[config.mk]
export PLATFORM = sky130hd
export DESIGN_NAME = axi_lite_rr_arbiter
export DESIGN_NICKNAME = d
export VERILOG_FILES = /design/src/rtl/axi_lite_rr_arbiter.sv
export SDC_FILE = /design/constraint.sdc
export NUM_CORES = 1
export LEC_CHECK = 0
export BUFFER_PORTS_ARGS = -buffer_cell sky130_fd_sc_hd__buf_2
export CAP_MARGIN = 10
export CORE_AREA = 2 2 127 129
export DETAILED_ROUTE_END_ITERATION = 8
export DIE_AREA = 0 0 129 131
export SLEW_MARGIN = 20
export SYNTH_ARGS = -nofsm -noshare
export SYNTH_HDL_FRONTEND = slang
export SYNTH_SLANG_ARGS = --single-unit
[constraint.sdc]
create_clock -name clk -period 3.08 [get_ports clk]
set_input_delay 0.462 -clock clk [delete_from_list [all_inputs] [get_ports clk]]
set_output_delay 0.462 -clock clk [all_outputs]
set_load 0.01 [all_outputs]
[src/rtl/axi_lite_rr_arbiter.sv]
// Round-robin arbiter sharing one AXI4-lite master port among NREQ native load/store requesters.
// Define AXI_ARB_FIXED_PRIO_EN for fixed lowest-index-wins priority instead of round-robin.
module axi_lite_rr_arbiter #(
  parameter int          NREQ      = 2,
  parameter logic [31:0] BASE_ADDR = 32'h0000_0000
) (
  input  logic                 clk,
  input  logic                 rst,
  input  logic [NREQ-1:0]      req_valid,
  output logic [NREQ-1:0]      req_ready,
  input  logic [NREQ-1:0]      req_we,
  input  logic [32*NREQ-1:0]   req_addr,
  input  logic [32*NREQ-1:0]   req_wdata,
  input  logic [4*NREQ-1:0]    req_wstrb,
  output logic [NREQ-1:0]      resp_valid,
  output logic [31:0]          resp_rdata,
  output logic                 resp_err,
  output logic                 axi_awvalid,
  input  logic                 axi_awready,
  output logic [31:0]          axi_awaddr,
  output logic [2:0]           axi_awprot,
  output logic                 axi_wvalid,
  input  logic                 axi_wready,
  output logic [31:0]          axi_wdata,
  output logic [3:0]           axi_wstrb,
  input  logic                 axi_bvalid,
  output logic                 axi_bready,
  input  logic [1:0]           axi_bresp,
  output logic                 axi_arvalid,
  input  logic                 axi_arready,
  output logic [31:0]          axi_araddr,
  output logic [2:0]           axi_arprot,
  input  logic                 axi_rvalid,
  output logic                 axi_rready,
  input  logic [31:0]          axi_rdata,
  input  logic [1:0]           axi_rresp
);

  localparam int            IW     = (NREQ > 1) ? $clog2(NREQ) : 1;
  localparam logic [IW:0]   NREQ_W = (IW+1)'(NREQ);
  localparam logic [IW-1:0] LAST_W = IW'(NREQ - 1);

  typedef enum logic [2:0] {
    S_IDLE  = 3'd0,
    S_WADDR = 3'd1,
    S_RADDR = 3'd2,
    S_WRESP = 3'd3,
    S_RRESP = 3'd4
  } state_e;

  state_e          state_q, state_d;
  logic [IW-1:0]   rr_q, rr_d;
  logic [IW-1:0]   gnt_q, gnt_d;
  logic            awvalid_q, awvalid_d;
  logic            wvalid_q, wvalid_d;
  logic [31:0]     addr_q, addr_d;
  logic [31:0]     wdata_q, wdata_d;
  logic [3:0]      wstrb_q, wstrb_d;
  logic [NREQ-1:0] resp_valid_q, resp_valid_d;
  logic [31:0]     resp_rdata_q, resp_rdata_d;
  logic            resp_err_q, resp_err_d;

  logic [2*NREQ-1:0] rot2_s;
  logic [NREQ-1:0]   rot_s;
  logic [IW-1:0]     off_s;
  logic [IW:0]       sum_s;
  logic [IW:0]       sum_wrap_s;
  logic [IW-1:0]     grant_idx_s;
  logic              grant_found_s;
  logic [NREQ-1:0]   grant_oh_s;
  logic [NREQ-1:0]   req_ready_s;
  logic              unused_resp_lsb_s;

  assign unused_resp_lsb_s = axi_bresp[0] ^ axi_rresp[0];

  // Rotate requests so the rr pointer sits at bit 0, take the lowest set bit, then rotate back.
  always_comb begin
    rot2_s = {req_valid, req_valid} >> rr_q;
    rot_s  = rot2_s[NREQ-1:0];
    off_s  = '0;
    for (int k = NREQ - 1; k >= 0; k--) begin
      off_s = rot_s[k] ? IW'(k) : off_s;
    end
    sum_s         = {1'b0, rr_q} + {1'b0, off_s};
    sum_wrap_s    = (sum_s >= NREQ_W) ? (sum_s - NREQ_W) : sum_s;
    grant_idx_s   = sum_wrap_s[IW-1:0];
    grant_found_s = |req_valid;
    grant_oh_s    = grant_found_s ? (NREQ'(1) << grant_idx_s) : '0;
  end

  // Transaction FSM: next state, latched request payload and completion response.
  always_comb begin
    state_d      = state_q;
    rr_d         = rr_q;
    gnt_d        = gnt_q;
    awvalid_d    = awvalid_q;
    wvalid_d     = wvalid_q;
    addr_d       = addr_q;
    wdata_d      = wdata_q;
    wstrb_d      = wstrb_q;
    resp_valid_d = '0;
    resp_rdata_d = resp_rdata_q;
    resp_err_d   = resp_err_q;
    req_ready_s  = '0;
    case (state_q)
      S_IDLE: begin
        if (grant_found_s) begin
          req_ready_s = grant_oh_s;
          gnt_d       = grant_idx_s;
          addr_d      = BASE_ADDR + req_addr[{grant_idx_s, 5'd0} +: 32];
          wdata_d     = req_wdata[{grant_idx_s, 5'd0} +: 32];
          wstrb_d     = req_wstrb[{grant_idx_s, 2'd0} +: 4];
          if (req_we[grant_idx_s]) begin
            state_d   = S_WADDR;
            awvalid_d = 1'b1;
            wvalid_d  = 1'b1;
          end else begin
            state_d   = S_RADDR;
          end
        end else begin
          state_d = S_IDLE;
        end
      end
      S_WADDR: begin
        // AW and W complete independently; leave only once both have handshaken.
        awvalid_d = awvalid_q & ~axi_awready;
        wvalid_d  = wvalid_q & ~axi_wready;
        state_d   = (!awvalid_d && !wvalid_d) ? S_WRESP : S_WADDR;
      end
      S_RADDR: begin
        state_d = axi_arready ? S_RRESP : S_RADDR;
      end
      S_WRESP: begin
        if (axi_bvalid) begin
          resp_valid_d = NREQ'(1) << gnt_q;
          resp_rdata_d = 32'h0000_0000;
          resp_err_d   = axi_bresp[1];
          rr_d         = (gnt_q == LAST_W) ? '0 : gnt_q + IW'(1);
          state_d      = S_IDLE;
        end else begin
          state_d = S_WRESP;
        end
      end
      S_RRESP: begin
        if (axi_rvalid) begin
          resp_valid_d = NREQ'(1) << gnt_q;
          resp_rdata_d = axi_rdata;
          resp_err_d   = axi_rresp[1];
          rr_d         = (gnt_q == LAST_W) ? '0 : gnt_q + IW'(1);
          state_d      = S_IDLE;
        end else begin
          state_d = S_RRESP;
        end
      end
      default: begin
        state_d = S_IDLE;
      end
    endcase
`ifdef AXI_ARB_FIXED_PRIO_EN
    rr_d = '0;
`endif
  end

  // State and datapath registers with synchronous reset.
  always_ff @(posedge clk) begin
    if (rst) begin
      state_q      <= S_IDLE;
      rr_q         <= '0;
      gnt_q        <= '0;
      awvalid_q    <= 1'b0;
      wvalid_q     <= 1'b0;
      addr_q       <= 32'h0000_0000;
      wdata_q      <= 32'h0000_0000;
      wstrb_q      <= 4'b0000;
      resp_valid_q <= '0;
      resp_rdata_q <= 32'h0000_0000;
      resp_err_q   <= 1'b0;
    end else begin
      state_q      <= state_d;
      rr_q         <= rr_d;
      gnt_q        <= gnt_d;
      awvalid_q    <= awvalid_d;
      wvalid_q     <= wvalid_d;
      addr_q       <= addr_d;
      wdata_q      <= wdata_d;
      wstrb_q      <= wstrb_d;
      resp_valid_q <= resp_valid_d;
      resp_rdata_q <= resp_rdata_d;
      resp_err_q   <= resp_err_d;
    end
  end

  // Accept pulse comes straight from arbitration so the grant is seen in the same cycle.
  assign req_ready   = rst ? '0 : req_ready_s;
  assign resp_valid  = resp_valid_q;
  assign resp_rdata  = resp_rdata_q;
  assign resp_err    = resp_err_q;
  assign axi_awvalid = awvalid_q;
  assign axi_awaddr  = addr_q;
  assign axi_awprot  = 3'b000;
  assign axi_wvalid  = wvalid_q;
  assign axi_wdata   = wdata_q;
  assign axi_wstrb   = wstrb_q;
  assign axi_bready  = (state_q == S_WRESP);
  assign axi_arvalid = (state_q == S_RADDR);
  assign axi_araddr  = addr_q;
  assign axi_arprot  = 3'b000;
  assign axi_rready  = (state_q == S_RRESP);

endmodule

==> impl_metrics.tcl, run 1 <==
set metrics [dict create \
    ys_ff_latch 110 \
    die_width_um 129 \
    max_freq_mhz 471 \
    tns_ns 0 \
    grt_antenna_before_repair 0 \
    syn_area_per_cell_um2 8.26 \
    synth_top_family_by_area "simple AND/OR/NAND/NOR gates" \
    die-area_um2 16900 \
    drtAntennaViolNets 0 \
    worst_slew_pin_slew_ns 0.649 \
    n_fill_cell 1632 \
    synth-compound-area-share_pct 13.8 \
    yosysSeqAreaShare_pct 43.2 \
    r2r_cells 5 \
    hp-start "req_wdata[54]" \
    hpwl_mm 10.8 \
    arrival_ns 1.66 \
    synth_cell_type_count 34 \
    rsz0062_at_grt "false" \
    period_share_pct 69.0 \
    drv_cap 0 \
    reg2reg_slack_ns 1.05 \
    syn-cell-area_um2 5090 \
    grt_start_max_net_pins 73 \
    num_vias 4997 \
    peakVddDrop_mv 0.378 \
    antenna_cells 0 \
    area_growth_pct 34.3 \
    muxShareOfSynthArea_pct 6.88 \
    clk_latency_ns 0.35 \
    mostFrequentLayoutCells "buf_2 (321), nand2_1 (143), dfxtp_1 (110), nor2_1 (104), a311oi_1 (68)" \
    slew_headroom_pct 56.7 \
    finalSetupViolations 0 \
    synth.area.top_cells "dfxtp_1 (43%), a311oi_1 (12%), nand2_1 (11%), nor2_1 (7.7%), mux2i_1 (6.9%)" \
    first_iter_violations 251 \
    stdcell_area_um2 6840 \
    report.final.slew_viol_count 0 \
    clock_skew_ns 0.00983 \
    synth_cells 617 \
    cts-buffers-inserted 9 \
    drive_gt1_share_pct 40.0 \
    worstReg2RegStart "state_q[0]" \
    grt_pass1_vias 4382 \
    die_height_um 131 \
    viasPerCell 4.56 \
    hold_class "input port to flop" \
    drt-total-wl_mm 15.0 \
    gr-total-overflow 0 \
    coreArea_um2 15600 \
    synth_top_cell_area_share_pct 43.2 \
    htreeDepth 3 \
    cts_buffer_depth 2 \
    grt_usage_pct 16.9 \
    post-route-util_pct 43.9 \
    cts.sinks 110 \
    p_leak_nw 3.37 \
    critical_path_class "flop to output port" \
    r2r-end "resp_rdata[2]" \
    finalHoldViolations 0 \
    synth_simple_gate_area_share_pct 24.9 \
    drc 0 \
    clk_pin_slew_ns 0.08 \
    rows 46 \
    start_util_pct 32.7 \
    layout_min_cycle_time_ns 2.12 \
    io_pins 331 \
    dpl_cell_area_um2 6530 \
    wl_per_cell_um 13.7 \
    synthAdderAreaFrac_pct 0 \
    worstPathMaxFanout 35 \
    final_cell_count_no_fill 1096 \
    power_density_nw_per_um2 692 \
    synth_xor_area_share_pct 0 \
    cts_setup_buffers 0 \
    dp.cells 1080 \
    layout_commonest_cell "buf_2" \
    min_to "axi_wdata[22]" \
    io_buffers 322 \
    worst_setup_path_end_kind "output port" \
    yosysWarnings 0 \
    cts_tree "done" \
    fin_nets 1058 \
    yosys.area.top_type "dfxtp_1" \
    worstPathRequired_ns 2.62 \
    cts_resized 0 \
    ctsHoldBuffers 0 \
    start_kind "flop" \
    status "finished clean" \
    firstDrtPassIters 4 \
    root_buffer "clkbuf_16" \
    whs_path_depth 3 \
    gp_congestion 0.755 \
    grt_pass1_wl_mm 22.5 \
    finalPower_mw 4.73 \
]
-- flip-flops by register name, summed over array words and instances, names as in the netlist --
signal	count
resp_valid	2
axi_wdata	32
gnt_q	1
axi_awvalid	1
resp_err	1
resp_rdata	32
axi_wstrb	4
axi_wvalid	1
rr_q	1
axi_araddr	32
state_q	3
-- kinds of logic (layout without fill, tap and decap cells) --
| group | Yosys count | after routing |
|---|---|---|
| DFF | 110 | 110 |
| muxes | 35 | 35 |
| AOI/OAI and AO/OA | 82 | 82 |
| and+or+nand+nor | 297 | 297 |
| buffers and inverters | 92 | 350 |
| other | 1 | 6 |
-- report_power, final --
group	total, mW	switching (mW)	internal, mW
Clock	1.20	0.537	0.659
Combinational	1.63	0.950	0.682
Sequential	1.90	0.193	1.71
Total	4.73	1.68	3.05
-- critical path, cell delays in order (launching register included) --
cell	delay [ns]
dfxtp_1	0.53
nor3b_4	0.26
buf_4	0.32
buf_2	0.19
-- area by class of cell --
cell class                      instances  area [um2]  area share (%)
Sequential cell                       110        2200            32.2
Inverter                                3        11.3           0.165
Clock inverter                          6        68.8            1.01
Clock buffer                           10         239            3.49
Tap cell                              216         270            3.95
Timing Repair Buffer                  331        1690            24.8
Multi-Input combinational cell        420        2350            34.4
-- synthesized netlist by cell type --
library cell	count
inv_1	3
buf_2	17
a22oi_1	1
nor4_4	1
and2_1	33
a211oi_1	2
nand3b_1	1
nand3_1	1
nand2b_1	3
and3_1	2
conb_1	1
o21a_1	1
o221ai_1	1
a31o_1	1
nor3b_1	3
buf_4	40
a21oi_2	1
a21boi_0	1
nor2_1	104
nor3_1	1
a32o_2	1
dfxtp_1	110
clkbuf_1	29
a21o_1	1
a311oi_1	68
nor3b_4	1
mux2i_1	35
o22ai_1	2
o21bai_1	1
o21ai_1	1
nor2b_1	3
nand2_1	143
nor4_1	1
buf_12	3
-- worst max-delay path by stage --
stage	start	end	slack [ns]	cells past startpoint
6_report	state_q[2]	axi_rready	0.96	3
2_1_floorplan	req_valid[1]	axi_araddr[17]	1.51	6
3_5_place_dp	req_valid[1]	axi_wdata[16]	0.95	6
5_1_grt	state_q[0]	resp_rdata[3]	0.85	5
3_3_place_gp	req_valid[1]	axi_wdata[15]	0.99	6
4_1_cts	state_q[2]	axi_rready	0.96	3
-- through the flow --
step	setup WS [ns]	hold slack, ns
floorplan	1.51	0.423
CTS	0.958	0.348
detailed placement	0.946	0.442
global placement	0.990	0.446
finish	0.955	0.367
global route	0.845	0.357
-- routing by layer --
metal  vias up  routed length (um)  global-route usage (%)
met2       182                7280                    29.3
met5         -                   0                       0
li1       2557                   -                       -
met3        17                1020                    3.87
met4         0                 267                    6.20
met1      2241                6440                    20.6
No activity file was read; power rests on OpenSTA's default activity.
==> run 2: changes to the inputs <==
- clock period: 3.08 -> 2.2 ns (I/O delays scaled with it)
==> impl_metrics.tcl, run 2 (synthesized netlist as in run 1, its figures left out) <==
set metrics [dict create \
    num_vias 5018 \
    wl_per_cell_um 13.6 \
    peakVddDrop_mv 0.378 \
    grt_pass1_vias 4331 \
    cts_setup_buffers 0 \
    root_buffer "clkbuf_16" \
    drc 0 \
    first_iter_violations 236 \
    whs_path_depth 3 \
    rsz0062_at_grt "false" \
    grt_start_max_net_pins 103 \
    clock_skew_ns 0.00957 \
    period_share_pct 89.0 \
    worstPathMaxFanout 35 \
    mostFrequentLayoutCells "buf_2 (321), nand2_1 (143), dfxtp_1 (110), nor2_1 (104), a311oi_1 (68)" \
    drive_gt1_share_pct 40.0 \
    dp.cells 1080 \
    hold_class "input port to flop" \
    p_leak_nw 3.37 \
    layout_commonest_cell "buf_2" \
    hpwl_mm 10.6 \
    gr-total-overflow 0 \
    grt_usage_pct 16.4 \
    max_freq_mhz 510 \
    cp.buffers_inverters 2 \
    cts.sinks 110 \
    htreeDepth 3 \
    register_area_um2 2200 \
    io_buffers 322 \
    stdcell_area_um2 6880 \
    coreArea_um2 15600 \
    status "finished clean" \
    drt-total-wl_mm 14.9 \
    drtAntennaViolNets 0 \
    r2r_cells 5 \
    die-area_um2 16900 \
    viasPerCell 4.58 \
    finalSetupViolations 0 \
    grt_pass1_wl_mm 21.9 \
    firstDrtPassIters 4 \
    worst_setup_path_end_kind "output port" \
    critical_path_class "flop to output port" \
    hp-start "req_wdata[55]" \
    layout_min_cycle_time_ns 1.96 \
    clk_pin_slew_ns 0.07 \
    setup_ws_ns 0.241 \
    die_height_um 131 \
    crit_slowest_cell "dfxtp_1" \
    max_stage_delay_ns 0.51 \
    clk_latency_ns 0.35 \
    cts_buffer_depth 2 \
    gp_congestion 0.746 \
    post-route-util_pct 44.1 \
    multi_input_area_um2 2350 \
    start_kind "flop" \
    final_cell_count_no_fill 1096 \
    tns_ns 0 \
    drv_cap 0 \
    worstPathRequired_ns 1.87 \
    dpl_cell_area_um2 6600 \
    fin_nets 1058 \
    path_cells "nor3b_4 -> buf_4 -> buf_2" \
    reg2reg_slack_ns 0.46 \
    report.final.slew_viol_count 0 \
    ctsHoldBuffers 0 \
    n_fill_cell 1596 \
    r2r-end "resp_rdata[25]" \
    min_to "axi_wdata[23]" \
    antenna_cells 0 \
    start_util_pct 32.7 \
    worstReg2RegStart "state_q[0]" \
    path_delay_family "buffers and inverters" \
    grt_antenna_before_repair 0 \
    cts-buffers-inserted 9 \
    die_width_um 129 \
    cts_resized 0 \
    arrival_ns 1.63 \
    finalHoldViolations 0 \
    pre_cts_ws_ns 0.465 \
    cts_tree "done" \
    area_growth_pct 35.0 \
    io_pins 331 \
    power_density_nw_per_um2 953 \
    rows 46 \
]
-- run 2: cell count changes in the layout (fill, tap and decap cells not counted), sizes merged --
cell	change
bufinv	-1
clkinvlp	+1
clkbuf	-1
inv	+1
-- run 2: layout make-up --
class	count	area share (%)
clock inverters	7	0.837
repair buffers	331	25.5
multi-input cells	420	34.2
clock buffers	9	3.27
well taps	216	3.93
flip-flops and latches	110	32.0
inverters	3	0.164
-- run 2: worst max path at each step --
stage / startpoint / endpoint / cells past startpoint
2_1_floorplan: state_q[2] / resp_rdata[10] / 6
3_3_place_gp: req_valid[1] / axi_wdata[2] / 6
3_5_place_dp: state_q[0] / resp_rdata[15] / 5
4_1_cts: state_q[2] / axi_rready / 3
5_1_grt: state_q[2] / axi_rready / 3
6_report: state_q[2] / axi_rready / 3
-- run 2: report_power, final --
group          internal [mW]  leakage [nW]  switching [mW]
Clock                  0.786         0.134           0.782
Combinational          0.989          2.33            1.33
Sequential              2.39         0.904           0.276
Total                   4.17          3.37            2.39
-- run 2: worst reg2reg max path: stages (launching register included) --
cell	delay [ns]
dfxtp_1	0.57
nor2b_1	0.26
a32o_2	0.23
buf_12	0.26
mux2i_1	0.25
nor2_1	0.05
-- run 2: per-layer routing --
| metal | share of wire, % | track usage, % |
|---|---|---|
| met5 | 0 | 0 |
| met1 | 44 | 20.2 |
| met3 | 6.4 | 3.62 |
| met2 | 48 | 28.1 |
| met4 | 1.3 | 6.14 |
-- run 2: per-stage QoR --
stage / hold slack, ns / power, mW
4_1_cts: 0.216 / 6.65
5_1_grt: 0.231 / 7.01
2_1_floorplan: 0.423 / 4.33
3_3_place_gp: 0.446 / 5.06
6_report: 0.237 / 6.56
3_5_place_dp: 0.455 / 5.07
==> run 3: changes to the inputs <==
- CORE_AREA: 2 2 127 129 -> 2 2 130 132
- DIE_AREA: 0 0 129 131 -> 0 0 132 134
- clock period: 2.2 -> 1.6 ns (I/O delays scaled with it)
==> impl_metrics.tcl, run 3 (synthesized netlist as in run 1, its figures left out) <==
set metrics [dict create \
    drv_cap 0 \
    hpwl_mm 11.3 \
    root_buffer "clkbuf_16" \
    crit_end "resp_rdata[13]" \
    area_growth_pct 41.9 \
    drc 0 \
    pre_cts_ws_ns -0.0653 \
    worst_setup_path_end_kind "flop" \
    start_kind "flop" \
    rows 47 \
    io_pins 331 \
    mostFrequentLayoutCells "buf_2 (318), nand2_1 (143), dfxtp_1 (107), nor2_1 (104), a311oi_1 (68)" \
    comb_power_share_pct 38.7 \
    p_sw_mw 3.41 \
    die_height_um 134 \
    firstDrtPassIters 5 \
    cp-startpoint "state_q[2]" \
    clk_latency_ns 0.35 \
    start_util_pct 31.3 \
    coreArea_um2 16300 \
    htreeDepth 3 \
    period_share_pct 98.9 \
    grt_start_max_net_pins 46 \
    first_iter_violations 201 \
    peakVddDrop_mv 0.581 \
    worstReg2RegStart "state_q[2]" \
    seqPwrFrac_pct 39.0 \
    power_density_nw_per_um2 1320 \
    grt_usage_pct 17.4 \
    n_fill_cell 1697 \
    ctsHoldBuffers 0 \
    drt-total-wl_mm 16.2 \
    viasPerCell 4.60 \
    p_leak_nw 3.54 \
    finalSetupViolations 0 \
    cts_tree "done" \
    cts-buffers-inserted 9 \
    worst_slew_pin_slew_ns 0.522 \
    die-area_um2 17700 \
    clkPwrFrac_pct 22.3 \
    wl_per_cell_um 14.5 \
    clk_pin_slew_ns 0.07 \
    grt_pass1_vias 4786 \
    drive_gt1_share_pct 42.3 \
    swShare_pct 35.8 \
    report.final.slew_viol_count 0 \
    holdWs_ns 0.113 \
    drtAntennaViolNets 0 \
    fin_nets 1079 \
    die_width_um 132 \
    num_vias 5149 \
    worstPathRequired_ns 1.83 \
    setup_ws_ns 0.0180 \
    cts_buffer_depth 2 \
    r2r_cells 5 \
    critical_path_class "flop to flop" \
    finalHoldViolations 0 \
    gp_congestion 0.763 \
    grt_antenna_before_repair 0 \
    cts.sinks 110 \
    layout_commonest_cell "buf_2" \
    p_int_mw 6.10 \
    layout_min_cycle_time_ns 1.58 \
    io_buffers 322 \
    hold_class "input port to flop" \
    status "finished clean" \
    arrival_ns 1.82 \
    max_freq_mhz 632 \
    reg2reg_slack_ns 0.02 \
    clock_skew_ns 0.00551 \
    worstPathMaxFanout 16 \
    post-route-util_pct 44.4 \
    antenna_cells 0 \
    dpl_cell_area_um2 6720 \
    stdcell_area_um2 7230 \
    r2r-end "resp_rdata[13]" \
    grt_pass1_wl_mm 24.8 \
    rsz0062_at_grt "true" \
    slew_headroom_pct 65.2 \
    gr-total-overflow 0 \
]
-- run 3: area by class of cell --
cell class	instances	area [um2]	share of cell area, %
clock buffers	10	239	3.31
flip-flops and latches	110	2210	30.6
repair buffers	352	2060	28.5
well taps	220	275	3.81
multi-input cells	420	2390	33.1
inverters	3	11.3	0.156
clock inverters	5	35.0	0.485
-- run 3: routing by layer --
metal	track usage (%)	share of wire (%)
met2	29.5	49
met1	21.8	44
met4	5.01	1.4
met3	4.76	6.2
met5	0	0
-- run 3: worst min path at each step --
stage                  start       endpoint  slack (ns)  depth (start not counted)
2_1_floorplan  req_wdata[32]   axi_wdata[0]        0.40                          2
3_3_place_gp           gnt_q  resp_valid[0]        0.44                          1
3_5_place_dp           gnt_q  resp_valid[0]        0.44                          1
4_1_cts                  rst     state_q[2]         0.1                          2
5_1_grt                  rst     state_q[2]        0.11                          2
6_report                 rst     state_q[2]        0.11                          2
-- run 3: what timing repair did --
item	4_1_cts	5_1_grt
endpoints found under the hold margin	0	0
setup buffers	4	1
resized for setup	13	10
setup endpoints to repair	51	45
gates cloned	1	3
pin swaps	3	9
-- run 3: power by group through the flow --
stage | Clock [mW] | Combinational (mW) | Sequential (mW)
6_report | 2.12 | 3.68 | 3.71
5_1_grt | 2.30 | 4.04 | 3.78
4_1_cts | 2.20 | 3.51 | 3.71
3_5_place_dp | 0 | 3.42 | 3.75
3_3_place_gp | 0 | 3.41 | 3.74
2_1_floorplan | 0 | 2.05 | 3.90
-- run 3: stage by stage --
| stage | std cells | total power, mW | TNS [ns] |
|---|---|---|---|
| floorplan | 622 | 5.95 | 0 |
| global placement | 1096 | 7.16 | -3.79 |
| detailed placement | 1096 | 7.17 | -2.17 |
| CTS | 1116 | 9.41 | -0.0104 |
| global route | 1120 | 10.1 | -1.01 |
| finish | 1120 | 9.51 | 0 |
-- run 3: worst max-delay path, stage by stage (launching register included) --
cell and delay [ns]:
dfxtp_4 0.40, nor3b_4 0.31, a32o_2 0.27, buf_12 0.19, mux2i_1 0.23, nor2_1 0.06
